--- src/rtl/memory_access_if.sv ---
// Bundles the three handshakes around the MEM stage: EX_MEM in, data-memory bus, MEM_WB out.
interface memory_access_if;
  // EX_MEM side
  logic        ex_mem_valid;
  logic        ex_mem_ready;
  logic [31:0] ex_mem_alu_out;
  logic [31:0] ex_mem_b;
  logic [31:0] ex_mem_ir;
  logic [31:0] ex_mem_pc;
  // data-memory bus
  logic        dmem_req;
  logic        dmem_we;
  logic [31:0] dmem_addr;
  logic [31:0] dmem_wdata;
  logic [3:0]  dmem_be;
  logic [31:0] dmem_rdata;
  logic        dmem_ack;
  // MEM_WB side
  logic        mem_wb_valid;
  logic [31:0] mem_wb_ir;
  logic [31:0] mem_wb_pc;
  logic [31:0] mem_wb_alu_out;
  logic [31:0] mem_wb_lmd;
  logic        mem_wb_misalign;
  logic        mem_wb_bus_err;

  // The MEM stage itself.
  modport master (
    input  ex_mem_valid, ex_mem_alu_out, ex_mem_b, ex_mem_ir, ex_mem_pc,
    input  dmem_rdata, dmem_ack,
    output ex_mem_ready,
    output dmem_req, dmem_we, dmem_addr, dmem_wdata, dmem_be,
    output mem_wb_valid, mem_wb_ir, mem_wb_pc, mem_wb_alu_out, mem_wb_lmd,
    output mem_wb_misalign, mem_wb_bus_err
  );

  // Everything around it: EX stage, data memory and write-back.
  modport slave (
    output ex_mem_valid, ex_mem_alu_out, ex_mem_b, ex_mem_ir, ex_mem_pc,
    output dmem_rdata, dmem_ack,
    input  ex_mem_ready,
    input  dmem_req, dmem_we, dmem_addr, dmem_wdata, dmem_be,
    input  mem_wb_valid, mem_wb_ir, mem_wb_pc, mem_wb_alu_out, mem_wb_lmd,
    input  mem_wb_misalign, mem_wb_bus_err
  );
endinterface

--- src/rtl/memory_access.sv ---
// MEM stage of the RV32I core: runs loads/stores over a req/ack bus, passes
// everything else through in one cycle, and produces the MEM_WB register set.
//
// state | meaning
// IDLE  | ready for a new instruction from EX
// REQ   | bus request outstanding, waiting for ack or timeout
// DONE  | MEM_WB outputs just updated, valid pulse high
module memory_access #(
  parameter int unsigned TIMEOUT_CYCLES = 16
) (
  input logic           clk,
  input logic           rst,
  memory_access_if.master bus
);
  localparam logic [6:0] OP_LOAD  = 7'b0000011;
  localparam logic [6:0] OP_STORE = 7'b0100011;
  localparam int CNT_W = (TIMEOUT_CYCLES > 1) ? $clog2(TIMEOUT_CYCLES) : 1;
  localparam logic [CNT_W-1:0] CNT_LAST = CNT_W'(TIMEOUT_CYCLES - 1);

  typedef enum logic [1:0] {IDLE, REQ, DONE} state_t;

  state_t             state;
  logic [CNT_W-1:0]   tmo_cnt;
  logic [31:0]        ir_q;
  logic [31:0]        pc_q;
  logic [31:0]        alu_q;

  logic [2:0]  in_f3;
  logic [1:0]  in_a;
  logic        in_load;
  logic        in_store;
  logic        in_mem;
  logic        in_misalign;
  logic [3:0]  in_be;
  logic [31:0] in_wdata;

  // Decode the incoming instruction into bus controls and alignment status.
  always_comb begin
    in_f3       = bus.ex_mem_ir[14:12];
    in_a        = bus.ex_mem_alu_out[1:0];
    in_load     = (bus.ex_mem_ir[6:0] == OP_LOAD) &&
                  (in_f3 inside {3'b000, 3'b001, 3'b010, 3'b100, 3'b101});
    in_store    = (bus.ex_mem_ir[6:0] == OP_STORE) &&
                  (in_f3 inside {3'b000, 3'b001, 3'b010});
    in_mem      = in_load | in_store;
    in_misalign = 1'b0;
    if (in_mem) begin
      case (in_f3[1:0])
        2'b01:   in_misalign = in_a[0];
        2'b10:   in_misalign = (in_a != 2'b00);
        default: in_misalign = 1'b0;
      endcase
    end
    in_be    = 4'b1111;
    in_wdata = bus.ex_mem_b;
    if (in_store) begin
      case (in_f3[1:0])
        2'b00: begin
          in_be    = 4'b0001 << in_a;
          in_wdata = {4{bus.ex_mem_b[7:0]}};
        end
        2'b01: begin
          in_be    = 4'b0011 << in_a;
          in_wdata = {2{bus.ex_mem_b[15:0]}};
        end
        default: ;
      endcase
    end
  end

  logic [31:0] rd_shift;
  logic [31:0] load_data;

  // Pull the addressed lane down to bit 0 and sign/zero extend it.
  always_comb begin
    rd_shift = bus.dmem_rdata >> {alu_q[1:0], 3'b000};
    case (ir_q[14:12])
      3'b000:  load_data = {{24{rd_shift[7]}}, rd_shift[7:0]};
      3'b001:  load_data = {{16{rd_shift[15]}}, rd_shift[15:0]};
      3'b010:  load_data = rd_shift;
      3'b100:  load_data = {24'h0, rd_shift[7:0]};
      3'b101:  load_data = {16'h0, rd_shift[15:0]};
      default: load_data = 32'h0;
    endcase
  end

  // Stage FSM; all bus and MEM_WB outputs are registered here.
  always_ff @(posedge clk or negedge rst) begin
    if (!rst) begin
      state               <= IDLE;
      tmo_cnt             <= '0;
      ir_q                <= 32'h0;
      pc_q                <= 32'h0;
      alu_q               <= 32'h0;
      bus.ex_mem_ready    <= 1'b1;
      bus.dmem_req        <= 1'b0;
      bus.dmem_we         <= 1'b0;
      bus.dmem_addr       <= 32'h0;
      bus.dmem_wdata      <= 32'h0;
      bus.dmem_be         <= 4'h0;
      bus.mem_wb_valid    <= 1'b0;
      bus.mem_wb_ir       <= 32'h0;
      bus.mem_wb_pc       <= 32'h0;
      bus.mem_wb_alu_out  <= 32'h0;
      bus.mem_wb_lmd      <= 32'h0;
      bus.mem_wb_misalign <= 1'b0;
      bus.mem_wb_bus_err  <= 1'b0;
    end else begin
      bus.mem_wb_valid <= 1'b0;
      case (state)
        IDLE: begin
          if (bus.ex_mem_valid) begin
            bus.ex_mem_ready <= 1'b0;
            ir_q             <= bus.ex_mem_ir;
            pc_q             <= bus.ex_mem_pc;
            alu_q            <= bus.ex_mem_alu_out;
            if (in_mem && !in_misalign) begin
              state          <= REQ;
              tmo_cnt        <= '0;
              bus.dmem_req   <= 1'b1;
              bus.dmem_we    <= in_store;
              bus.dmem_addr  <= {bus.ex_mem_alu_out[31:2], 2'b00};
              bus.dmem_be    <= in_be;
              bus.dmem_wdata <= in_wdata;
            end else begin
              state               <= DONE;
              bus.mem_wb_valid    <= 1'b1;
              bus.mem_wb_ir       <= bus.ex_mem_ir;
              bus.mem_wb_pc       <= bus.ex_mem_pc;
              bus.mem_wb_alu_out  <= bus.ex_mem_alu_out;
              bus.mem_wb_lmd      <= 32'h0;
              bus.mem_wb_misalign <= in_misalign;
              bus.mem_wb_bus_err  <= 1'b0;
            end
          end
        end
        REQ: begin
          if (bus.dmem_ack || (tmo_cnt == CNT_LAST)) begin
            state               <= DONE;
            bus.dmem_req        <= 1'b0;
            bus.dmem_we         <= 1'b0;
            bus.dmem_addr       <= 32'h0;
            bus.dmem_be         <= 4'h0;
            bus.dmem_wdata      <= 32'h0;
            bus.mem_wb_valid    <= 1'b1;
            bus.mem_wb_ir       <= ir_q;
            bus.mem_wb_pc       <= pc_q;
            bus.mem_wb_alu_out  <= alu_q;
            bus.mem_wb_lmd      <= (bus.dmem_ack && !bus.dmem_we) ? load_data : 32'h0;
            bus.mem_wb_misalign <= 1'b0;
            bus.mem_wb_bus_err  <= !bus.dmem_ack;
          end else begin
            tmo_cnt <= tmo_cnt + 1'b1;
          end
        end
        DONE: begin
          state            <= IDLE;
          bus.ex_mem_ready <= 1'b1;
        end
        default: state <= IDLE;
      endcase
    end
  end
endmodule

--- src/flat_wrapper.sv ---
// flat-port wrapper written by rule: the top's interface ports become plain ports
module memory_access_flat 
#(
  parameter int unsigned TIMEOUT_CYCLES = 16
)
  (clk, rst, bus_ex_mem_valid, bus_ex_mem_alu_out, bus_ex_mem_b, bus_ex_mem_ir, bus_ex_mem_pc, bus_dmem_rdata, bus_dmem_ack, bus_ex_mem_ready, bus_dmem_req, bus_dmem_we, bus_dmem_addr, bus_dmem_wdata, bus_dmem_be, bus_mem_wb_valid, bus_mem_wb_ir, bus_mem_wb_pc, bus_mem_wb_alu_out, bus_mem_wb_lmd, bus_mem_wb_misalign, bus_mem_wb_bus_err);
  memory_access_if bus_i ();
  input logic clk;
  input logic rst;
  input wire logic [$bits(bus_i.ex_mem_valid)-1:0] bus_ex_mem_valid;
  input wire logic [$bits(bus_i.ex_mem_alu_out)-1:0] bus_ex_mem_alu_out;
  input wire logic [$bits(bus_i.ex_mem_b)-1:0] bus_ex_mem_b;
  input wire logic [$bits(bus_i.ex_mem_ir)-1:0] bus_ex_mem_ir;
  input wire logic [$bits(bus_i.ex_mem_pc)-1:0] bus_ex_mem_pc;
  input wire logic [$bits(bus_i.dmem_rdata)-1:0] bus_dmem_rdata;
  input wire logic [$bits(bus_i.dmem_ack)-1:0] bus_dmem_ack;
  output wire logic [$bits(bus_i.ex_mem_ready)-1:0] bus_ex_mem_ready;
  output wire logic [$bits(bus_i.dmem_req)-1:0] bus_dmem_req;
  output wire logic [$bits(bus_i.dmem_we)-1:0] bus_dmem_we;
  output wire logic [$bits(bus_i.dmem_addr)-1:0] bus_dmem_addr;
  output wire logic [$bits(bus_i.dmem_wdata)-1:0] bus_dmem_wdata;
  output wire logic [$bits(bus_i.dmem_be)-1:0] bus_dmem_be;
  output wire logic [$bits(bus_i.mem_wb_valid)-1:0] bus_mem_wb_valid;
  output wire logic [$bits(bus_i.mem_wb_ir)-1:0] bus_mem_wb_ir;
  output wire logic [$bits(bus_i.mem_wb_pc)-1:0] bus_mem_wb_pc;
  output wire logic [$bits(bus_i.mem_wb_alu_out)-1:0] bus_mem_wb_alu_out;
  output wire logic [$bits(bus_i.mem_wb_lmd)-1:0] bus_mem_wb_lmd;
  output wire logic [$bits(bus_i.mem_wb_misalign)-1:0] bus_mem_wb_misalign;
  output wire logic [$bits(bus_i.mem_wb_bus_err)-1:0] bus_mem_wb_bus_err;
  assign bus_i.ex_mem_valid = bus_ex_mem_valid;
  assign bus_i.ex_mem_alu_out = bus_ex_mem_alu_out;
  assign bus_i.ex_mem_b = bus_ex_mem_b;
  assign bus_i.ex_mem_ir = bus_ex_mem_ir;
  assign bus_i.ex_mem_pc = bus_ex_mem_pc;
  assign bus_i.dmem_rdata = bus_dmem_rdata;
  assign bus_i.dmem_ack = bus_dmem_ack;
  assign bus_ex_mem_ready = bus_i.ex_mem_ready;
  assign bus_dmem_req = bus_i.dmem_req;
  assign bus_dmem_we = bus_i.dmem_we;
  assign bus_dmem_addr = bus_i.dmem_addr;
  assign bus_dmem_wdata = bus_i.dmem_wdata;
  assign bus_dmem_be = bus_i.dmem_be;
  assign bus_mem_wb_valid = bus_i.mem_wb_valid;
  assign bus_mem_wb_ir = bus_i.mem_wb_ir;
  assign bus_mem_wb_pc = bus_i.mem_wb_pc;
  assign bus_mem_wb_alu_out = bus_i.mem_wb_alu_out;
  assign bus_mem_wb_lmd = bus_i.mem_wb_lmd;
  assign bus_mem_wb_misalign = bus_i.mem_wb_misalign;
  assign bus_mem_wb_bus_err = bus_i.mem_wb_bus_err;
  memory_access #(.TIMEOUT_CYCLES(TIMEOUT_CYCLES)) u_core (.clk(clk), .rst(rst), .bus(bus_i));
endmodule
--- config.mk ---
export PLATFORM = sky130hd
export DESIGN_NAME = memory_access_flat
export DESIGN_NICKNAME = d
export VERILOG_FILES = /design/src/rtl/memory_access_if.sv /design/src/rtl/memory_access.sv /design/src/flat_wrapper.sv
export SDC_FILE = /design/constraint.sdc
export NUM_CORES = 1
export LEC_CHECK = 0
export BUFFER_PORTS_ARGS = -buffer_cell sky130_fd_sc_hd__clkbuf_2
export CORE_ASPECT_RATIO = 1.4
export CORE_MARGIN = 2
export CORE_UTILIZATION = 45
export DETAILED_ROUTE_END_ITERATION = 6
export GPL_TIMING_DRIVEN = 0
export HOLD_SLACK_MARGIN = 0.12
export PLACE_DENSITY_LB_ADDON = 0.2
export SETUP_SLACK_MARGIN = 0.4
export SYNTH_ARGS = -nofsm -noshare
export SYNTH_HDL_FRONTEND = slang
export SYNTH_SLANG_ARGS = --single-unit
--- constraint.sdc ---
create_clock -name clk -period 4.35 [get_ports clk]
set_input_delay 0.2175 -clock clk [delete_from_list [all_inputs] [get_ports clk]]
set_output_delay 0.2175 -clock clk [all_outputs]
set_load 0.1 [all_outputs]
==> summary.md, run 1 <==
| Metric | Value |
|---|---|
| Grt total ovfl | `0` |
| DR WL/cell | `18.4 um` |
| Nets | `1961` |
| Largest net degree at the start of global routing | `113` |
| Final WS setup | `1.01 ns` |
| Count of flip-flops with a built-in enable after synthesis | `0` |
| R2R depth | `6` |
| Final Slew Violations | `0` |
| Main synth FF type | `dfrtp_1` |
| Initial antenna violation count | `1` |
| Core area | `29800 um^2` |
| Filler Cell Count | `2444` |
| Reg2Reg Capture Point | `u_core.bus.mem_wb_alu_out[2]` |
| Min Tclk post-route | `3.34 ns` |
| RSZ-0062 raised after global routing | `false` |
| Die area | `31700 um^2` |
| H-tree Lvls | `1` |
| WP data required | `4.78 ns` |
| Hold Vio Cnt, Final | `0` |
| Ys Warns | `0` |
| Clk pin slew, worst setup/hold paths | `0.06 ns` |
| Row count | `75` |
| Drt first pass iters | `5` |
| Top Ports | `366` |
| Total GRT Usage | `25.5%` |
| Hold path depth | `4` |
| Clk sinks | `302` |
| Synth Cell Area | `13600 um^2` |
| TritonCTS buffer count | `30` |
| DR vias | `11300` |
| Post-detailed-placement half-perimeter wirelength | `28.3 mm` |
| Initial Util | `45.6%` |
| Synth Area per Inst | `11.1 um^2` |
| Worst-path fanout max | `10` |
| Iteration-0 DRC Markers | `580` |
| Setup Skew | `0.00957 ns` |
| Gpl congestion | `0.887` |
| Antenna cells | `0` |
| Fmax | `299 MHz` |
| Vias in the first global route | `11900` |
| Clk root buf | `clkbuf_16` |
| Synth-to-layout area growth | `37.7%` |
| First-pass GRT wire length | `63.3 mm` |
| PortBufs | `363` |
| Synth cell types | `47` |
| Synthesized flop and latch total | `302` |
| Crit end category | `flip-flop` |
| Total wire length | `40.6 mm` |
| Width of the die | `151 um` |
| Worst Hold End | `u_core.bus.mem_wb_lmd[5]` |
| Worst slew pin tran | `1.26 ns` |
| Worst r2r src | `u_core.state[1]` |
| # Max-Cap Violations | `0` |
| CTS tree | `yes` |
| CP arrival | `3.77 ns` |
| Yosys top cell area share | `55.4%` |
| Status | `complete, no violations` |
| Worst min-delay path class | `primary input to flip-flop` |
| CTS Buffer Depth | `3` |
| Layout cells sized above 1 | `32.6%` |
| Period utilization | `76.8%` |
| Residual DRC | `0` |
| Area leader, netlist | `dfrtp_1` |
| Max-Slew Margin vs Limit | `15.4%` |
| Seq/Total Area, Yosys | `55.6%` |
| Clk_lat worst skew | `0.57 ns` |
| Critical path class | `primary input to flip-flop` |
| FF-to-FF setup slack | `1.42 ns` |
| Asr flop ratio synth | `100%` |
| CP Launch Type | `primary input` |
| Gate Count Post-Synth | `1225` |
| Pre-CTS setup slack | `1.32 ns` |
| Hold Startpoint | `bus_dmem_rdata[13]` |
| Remaining antenna violation count | `0` |
| Die extent in y | `210 um` |
| Finish-stage setup viols | `0` |
| Vias/cell | `5.13` |
| Synth area leaders | `dfrtp_1, mux2_2, nand2_1` |
## cell usage after synthesis, drive strengths merged, types with 2 or more instances
library cell	n
dfrtp	301
nand2	296
mux2	177
o21ai	74
inv	71
mux2i	63
clkbuf	49
o2bb2ai	39
buf	28
nor2	28
a221o	24
a21oi	14
a22o	7
ha	5
nor2b	5
nor3	5
a21o	4
nand3	4
nor4	4
a31oi	3
o211ai	3
and3	2
nand3b	2
nor3b	2
or2	2
or3	2
## routing by layer
layer  vias up  share of wire, %  GRT usage, %
li1       5289                 -             -
met1      5461                39          30.7
met2       393                51          44.2
met3       127               6.0          4.67
met4         2               4.5          11.2
met5         -             0.032             0
## worst max-delay path by stage
stage	to	startpoint
CTS	u_core.bus.dmem_wdata[23]	bus_ex_mem_ir[12]
global route	u_core.bus.dmem_wdata[23]	bus_ex_mem_ir[13]
finish	u_core.bus.dmem_wdata[23]	bus_ex_mem_ir[12]
floorplan	u_core.bus.mem_wb_alu_out[0]	bus_ex_mem_ir[13]
global placement	u_core.bus.mem_wb_lmd[21]	rst
detailed placement	u_core.bus.mem_wb_alu_out[2]	u_core.state[1]
## final cells by class
class                           count  area, um^2  area share (%)
Sequential cell                   302        7560            40.3
Timing Repair Buffer              534        3570            19.1
Clock buffer                       42         887            4.73
Multi-Input combinational cell    776        5400            28.8
Clock inverter                     12         190            1.01
Inverter                           71         267            1.42
Buffer                             77         382            2.04
Tap cell                          385         482            2.57
## kinds of logic (layout without fill, tap and decap cells)
| family | Yosys count | count (layout) | synth area share, % |
|---|---|---|---|
| AOI/OAI and AO/OA | 173 | 173 | 9.25 |
| adders and majority gates | 5 | 5 | 0.460 |
| buffers and inverters | 148 | 736 | 4.76 |
| DFF | 302 | 302 | 55.6 |
| muxes | 241 | 241 | 19.5 |
| other | 1 | 2 | 0.0276 |
| and+or+nand+nor | 355 | 355 | 10.5 |
## flip-flops by register name, indices dropped and copies added, names as in the netlist, 2 cells and up
signal / count
u_core.alu_q: 32
u_core.bus.dmem_addr: 30
u_core.bus.dmem_be: 4
u_core.bus.dmem_wdata: 32
u_core.bus.mem_wb_alu_out: 32
u_core.bus.mem_wb_ir: 32
u_core.bus.mem_wb_lmd: 32
u_core.bus.mem_wb_pc: 32
u_core.ir_q: 32
u_core.pc_q: 32
u_core.state: 2
u_core.tmo_cnt: 4
## placed cells by master, fill, tap and decap left out, types with 7 or more instances in the layout
| cell type | instances |
|---|---|
| clkbuf_2 | 362 |
| nor2_1 | 28 |
| mux2_2 | 134 |
| a22o_1 | 7 |
| buf_2 | 14 |
| mux2_1 | 43 |
| dlygate4sd3_1 | 169 |
| a21oi_1 | 13 |
| o2bb2ai_1 | 31 |
| o21ai_0 | 74 |
| a221o_1 | 24 |
| inv_1 | 71 |
| o2bb2ai_2 | 8 |
| nand2_1 | 296 |
| clkbuf_16 | 31 |
| clkbuf_8 | 8 |
| clkbuf_1 | 53 |
| mux2i_1 | 63 |
| dfrtp_1 | 301 |
## critical path: stages
cell and delay [ns]:
dlygate4sd3_1 0.53, clkbuf_2 0.16, inv_1 0.14, ha_1 0.19
clkbuf_1 0.40, o21ai_0 0.28, nor2_1 0.59, buf_2 0.41
mux2i_1 0.21, dlygate4sd3_1 0.56, o2bb2ai_1 0.06
## timing repair
item	4_1_cts	5_1_grt
gates resized for setup	0	0
hold endpoints to repair	382	0
buffers inserted	0	0
hold buffers	169	0
## per-stage QoR
step | instances | cell area (um^2) | util, % | TNS (ns) | hold WS (ns)
CTS | 2199 | 18700 | 62.8 | 0 | 0.138
detailed placement | 1976 | 16000 | 53.5 | 0 | 0.341
floorplan | 1226 | 13600 | - | 0 | -0.0781
global route | 2199 | 18700 | 62.8 | 0 | 0.199
finish | 2199 | 18700 | 62.8 | 0 | 0.154
global placement | 1974 | 15900 | 53.3 | -1054.99 | 0.442
Power of run 1 is left out: the tool's default activity adds up to more than one toggle a clock period on the data nets, which glitch-free logic cannot reach.
==> run 2, diff against run 1 <==
==> constraint.sdc (replaced) <==
create_clock -name clk -period 3.45 [get_ports clk]
set_input_delay 0.1725 -clock clk [delete_from_list [all_inputs] [get_ports clk]]
set_output_delay 0.1725 -clock clk [all_outputs]
set_load 0.1 [all_outputs]
==> run 2 against run 1 <==
Net effect:
- critical path depth down 3
- count of clock-buffer cells in the layout unchanged
- setup slack worse by 0.47 ns
- routed wire length up 0.47%
- via count up 0.28%
- cell area up 0.39%
- critical endpoint is now u_core.bus.dmem_wdata[11]
- largest cell class unchanged
==> summary.md, run 2 (synthesized netlist as in run 1, its figures left out) <==
| Metric | Value |
|---|---|
| CTS tree | `yes` |
| Finish-stage setup viols | `0` |
| Clk root buf | `clkbuf_16` |
| Period utilization | `84.2%` |
| Largest net degree at the start of global routing | `113` |
| Clk_lat worst skew | `0.57 ns` |
| Vias/cell | `5.12` |
| PortBufs | `363` |
| Die extent in y | `210 um` |
| Commonest cells after routing, fill and taps aside | `clkbuf_2, dfrtp_1, nand2_1` |
| Nets | `1968` |
| Residual DRC | `0` |
| First-pass GRT wire length | `63.6 mm` |
| Worst slew pin tran | `1.30 ns` |
| Gpl congestion | `0.887` |
| Die area | `31700 um^2` |
| Critical path class | `flip-flop to flip-flop` |
| Hold Vio Cnt, Final | `0` |
| Row count | `75` |
| Top Ports | `366` |
| Layout cells sized above 1 | `32.6%` |
| Clk pin slew, worst setup/hold paths | `0.07 ns` |
| Antenna cells | `0` |
| CTS Buffer Depth | `3` |
| Total wire length | `40.7 mm` |
| Worst-path fanout max | `10` |
| Core area | `29800 um^2` |
| Clk sinks | `302` |
| Most common cell after layout, fill and taps aside | `clkbuf_2` |
| Total GRT Usage | `25.6%` |
| Post-detailed-placement half-perimeter wirelength | `28.3 mm` |
| H-tree Lvls | `1` |
| WP data required | `3.95 ns` |
| Setup Skew | `0.00906 ns` |
| Drt first pass iters | `5` |
| Filler Cell Count | `2432` |
| Synth-to-layout area growth | `38.3%` |
| Initial Util | `45.6%` |
| CP Launch Type | `flip-flop` |
| Min Tclk post-route | `2.91 ns` |
| DR vias | `11300` |
| Vias in the first global route | `11900` |
| Initial antenna violation count | `2` |
| TNS Setup | `0 ns` |
| RSZ-0062 raised after global routing | `false` |
| TritonCTS buffer count | `30` |
| DR WL/cell | `18.5 um` |
| Final Slew Violations | `0` |
| Max-Slew Margin vs Limit | `12.9%` |
| Hold Slack | `0.117 ns` |
| Worst min-delay path class | `primary input to flip-flop` |
| Status | `complete, no violations` |
| CP arrival | `3.41 ns` |
| # Max-Cap Violations | `0` |
| Width of the die | `151 um` |
| Remaining antenna violation count | `0` |
| Iteration-0 DRC Markers | `477` |
| Crit end category | `flip-flop` |
| Grt total ovfl | `0` |
| Fmax | `344 MHz` |
## run 2: cell types whose count changed in the layout (fill, tap and decap cells not counted)
cell	previous run	this run
clkbuf_2	362	364
dlygate4sd3_1	169	176
clkbuf_1	53	51
## run 2: final cells by class
class	count	area (um^2)	area share (%)
Clock inverter	12	190	1.01
Multi-Input combinational cell	776	5400	28.7
Buffer	77	384	2.04
Timing Repair Buffer	541	3640	19.4
Sequential cell	302	7560	40.2
Clock buffer	42	887	4.72
Tap cell	385	482	2.56
Inverter	71	267	1.42
## run 2: routing by layer
metal	up-vias	track usage (%)	part of all wire [%]
met5	-	0	0.061
met4	4	11.4	4.6
met3	131	4.63	6.0
met2	387	44.3	51
met1	5482	31.0	39
li1	5300	-	-
## run 2: timing repair
item | in CTS | in global routing
cloned | 0 | 0
endpoints found under the setup margin | 2 | 2
endpoints found under the hold margin | 386 | 0
setup buffers | 0 | 0
pin swaps | 0 | 0
hold buffers | 176 | 0
gates resized for setup | 1 | 2
## run 2: critical path: stages (launching register included)
cell and delay (ns):
dfrtp_1 0.36, buf_4 0.17, nor3b_2 0.41, and3_1 0.32
and3_1 0.20, clkbuf_1 0.41, nand2_1 0.19, o2bb2ai_1 0.21
dlygate4sd3_1 0.57
## run 2: path summary, 6_finish.rpt
kind	start	slack [ns]	cells after the start	end
setup / recovery	u_core.state[0]	0.54	8	u_core.bus.dmem_wdata[11]
hold / removal	bus_dmem_rdata[10]	0.12	5	u_core.bus.mem_wb_lmd[10]
setup reg to reg	u_core.state[0]	0.54	8	u_core.bus.dmem_wdata[11]
hold reg to reg	u_core.bus.mem_wb_pc[28]	0.49	1	u_core.bus.mem_wb_pc[28]
max in group asynchronous	rst	1.71	4	u_core.bus.mem_wb_lmd[28]
min in group asynchronous	rst	0.22	2	u_core.bus.mem_wb_ir[29]
## run 2: metrics by stage
step	instances	area [um^2]	util, %	setup slack, ns
final	2206	18800	63.0	0.544
after global routing	2206	18800	63.0	0.411
after CTS	2206	18800	63.0	0.565
after detailed placement	1976	16000	53.5	0.415
after global placement	1974	15900	53.3	-4.39
after floorplan	1226	13600	-	1.26
Power of run 2 is left out for the same reason.
==> run 3, diff against run 2 <==
==> constraint.sdc (replaced) <==
create_clock -name clk -period 2.7 [get_ports clk]
set_input_delay 0.135 -clock clk [delete_from_list [all_inputs] [get_ports clk]]
set_output_delay 0.135 -clock clk [all_outputs]
set_load 0.1 [all_outputs]
==> run 3 against run 2 <==
Net effect:
- first-iteration DRC count rose by 5.9%
- utilization is 0.33 points higher
- flip-flop and latch count did not move
- die area is the same
- worst hold slack improved by 0.052 ns
- cell count is essentially flat
- routed wire length is 0.94% lower
==> summary.md, run 3 (synthesized netlist as in run 1, its figures left out) <==
| Metric | Value |
|---|---|
| Status | `complete, no violations` |
| Drt first pass iters | `7` |
| Finish-stage setup viols | `0` |
| Clk pin slew, worst setup/hold paths | `0.06 ns` |
| Grt total ovfl | `0` |
| Period utilization | `83.0%` |
| Width of the die | `151 um` |
| Total wire length | `40.4 mm` |
| RSZ-0062 raised after global routing | `true` |
| Nets | `1966` |
| TritonCTS buffer count | `30` |
| PortBufs | `363` |
| Vias/cell | `5.11` |
| Worst min-delay path class | `primary input to flip-flop` |
| Largest net degree at the start of global routing | `113` |
| Routed met1 length | `15.7 mm` |
| CTS tree | `yes` |
| CP Launch Type | `primary input` |
| H-tree Lvls | `1` |
| Core area | `29800 um^2` |
| Vias in the first global route | `11800` |
| Min Tclk post-route | `2.24 ns` |
| Slowest-stage cell, CP | `dlygate4sd3_1` |
| DR vias | `11300` |
| Initial antenna violation count | `2` |
| Die area | `31700 um^2` |
| Most common cell after layout, fill and taps aside | `clkbuf_2` |
| Routed met2 length | `20.5 mm` |
| # Max-Cap Violations | `0` |
| Routed wire length on met3 | `2.38 mm` |
| Largest stage delay, worst path | `0.55 ns` |
| Gpl congestion | `0.887` |
| FF-to-FF setup slack | `0.50 ns` |
| Initial Util | `45.6%` |
| Crit end category | `flip-flop` |
| Worst slew pin tran | `0.829 ns` |
| Final WS setup | `0.459 ns` |
| Total GRT Usage | `25.2%` |
| Worst-path fanout max | `10` |
| WP data required | `3.15 ns` |
| Highest metal used | `met5` |
| Commonest cells after routing, fill and taps aside | `clkbuf_2, dfrtp_1, nand2_1` |
| Residual DRC | `0` |
| Layout cells sized above 1 | `34.2%` |
| DR WL/cell | `18.3 um` |
| Post-detailed-placement half-perimeter wirelength | `28.3 mm` |
| Clk sinks | `302` |
| Fmax | `446 MHz` |
| Worst path cell trace | `dlygate4sd3_1 -> clkbuf_2 -> nor3b_1 -> or2_2 -> or3_1 -> a21oi_4 -> buf_12 -> clkbuf_4 -> mux2_2` |
| Hold Vio Cnt, Final | `0` |
| Synth-to-layout area growth | `39.0%` |
| Critical path class | `primary input to flip-flop` |
| Die extent in y | `210 um` |
| Pre-CTS setup slack | `-0.335 ns` |
| Final Slew Violations | `0` |
| Clk_lat worst skew | `0.57 ns` |
| First-pass GRT wire length | `62.7 mm` |
| Clk root buf | `clkbuf_16` |
| CTS Buffer Depth | `3` |
| Iteration-0 DRC Markers | `505` |
| Top Ports | `366` |
| Setup Skew | `0.00806 ns` |
| Antenna cells | `0` |
| CP arrival | `2.69 ns` |
| Max-Slew Margin vs Limit | `44.7%` |
| Remaining antenna violation count | `0` |
| Row count | `75` |
run 3: changes by cell type in the layout (fill, tap and decap cells not counted), sizes merged:
| cell | delta |
|---|---|
| buf | +8 |
| dlygate4sd3 | -11 |
| clkbuf | +1 |
run 3: metal layers:
layer,vias to the layer above,track usage [%]
met5,-,0
met4,4,10.9
met3,115,4.67
met2,370,44.0
met1,5471,30.3
li1,5295,-
run 3: path summary, 6_finish.rpt:
path,start,to,depth (start not counted)
setup reg to reg,u_core.state[0],u_core.bus.dmem_wdata[28],7
max in group asynchronous,rst,u_core.bus.dmem_wdata[0],4
hold reg to reg,u_core.bus.mem_wb_pc[28],u_core.bus.mem_wb_pc[28],1
setup / recovery,bus_ex_mem_ir[14],u_core.bus.mem_wb_ir[14],9
min in group asynchronous,rst,u_core.bus.mem_wb_ir[29],2
hold / removal,bus_ex_mem_ir[2],u_core.bus.dmem_wdata[16],6
run 3: area by class of cell:
type	instances	area (um^2)
buffer	77	434
clock buffer	42	887
clock inverter	12	190
fill	2450	10900
inverter	71	267
multi-input combinational	776	5470
sequential	302	7560
tap	385	482
timing repair buffer	539	3620
run 3: critical path: cells and delay by family:
family,cells,cell delay (ns)
compound gates,1,0.24
mux,1,0.36
buf+inv,4,1.11
simple gates,3,0.84
run 3: repair_timing:
action,in CTS,in global routing
hold buffers,165,0
resized for setup,22,25
endpoints found under the hold margin,389,0
pin swaps,1,3
buffers inserted,4,5
endpoints found under the setup margin,240,165
run 3: per-stage QoR:
stage,area (um^2),TNS [ns],utilization (%),hold WS (ns),instances
floorplan,13600,0,-,-0.161,1226
global placement,15900,-1532.14,53.3,0.360,1974
detailed placement,16000,-3.57,53.5,0.258,1976
CTS,18800,0,63.1,0.158,2199
global route,18900,0,63.4,0.208,2204
finish,18900,0,63.4,0.169,2204
Power of run 3 is left out for the same reason.
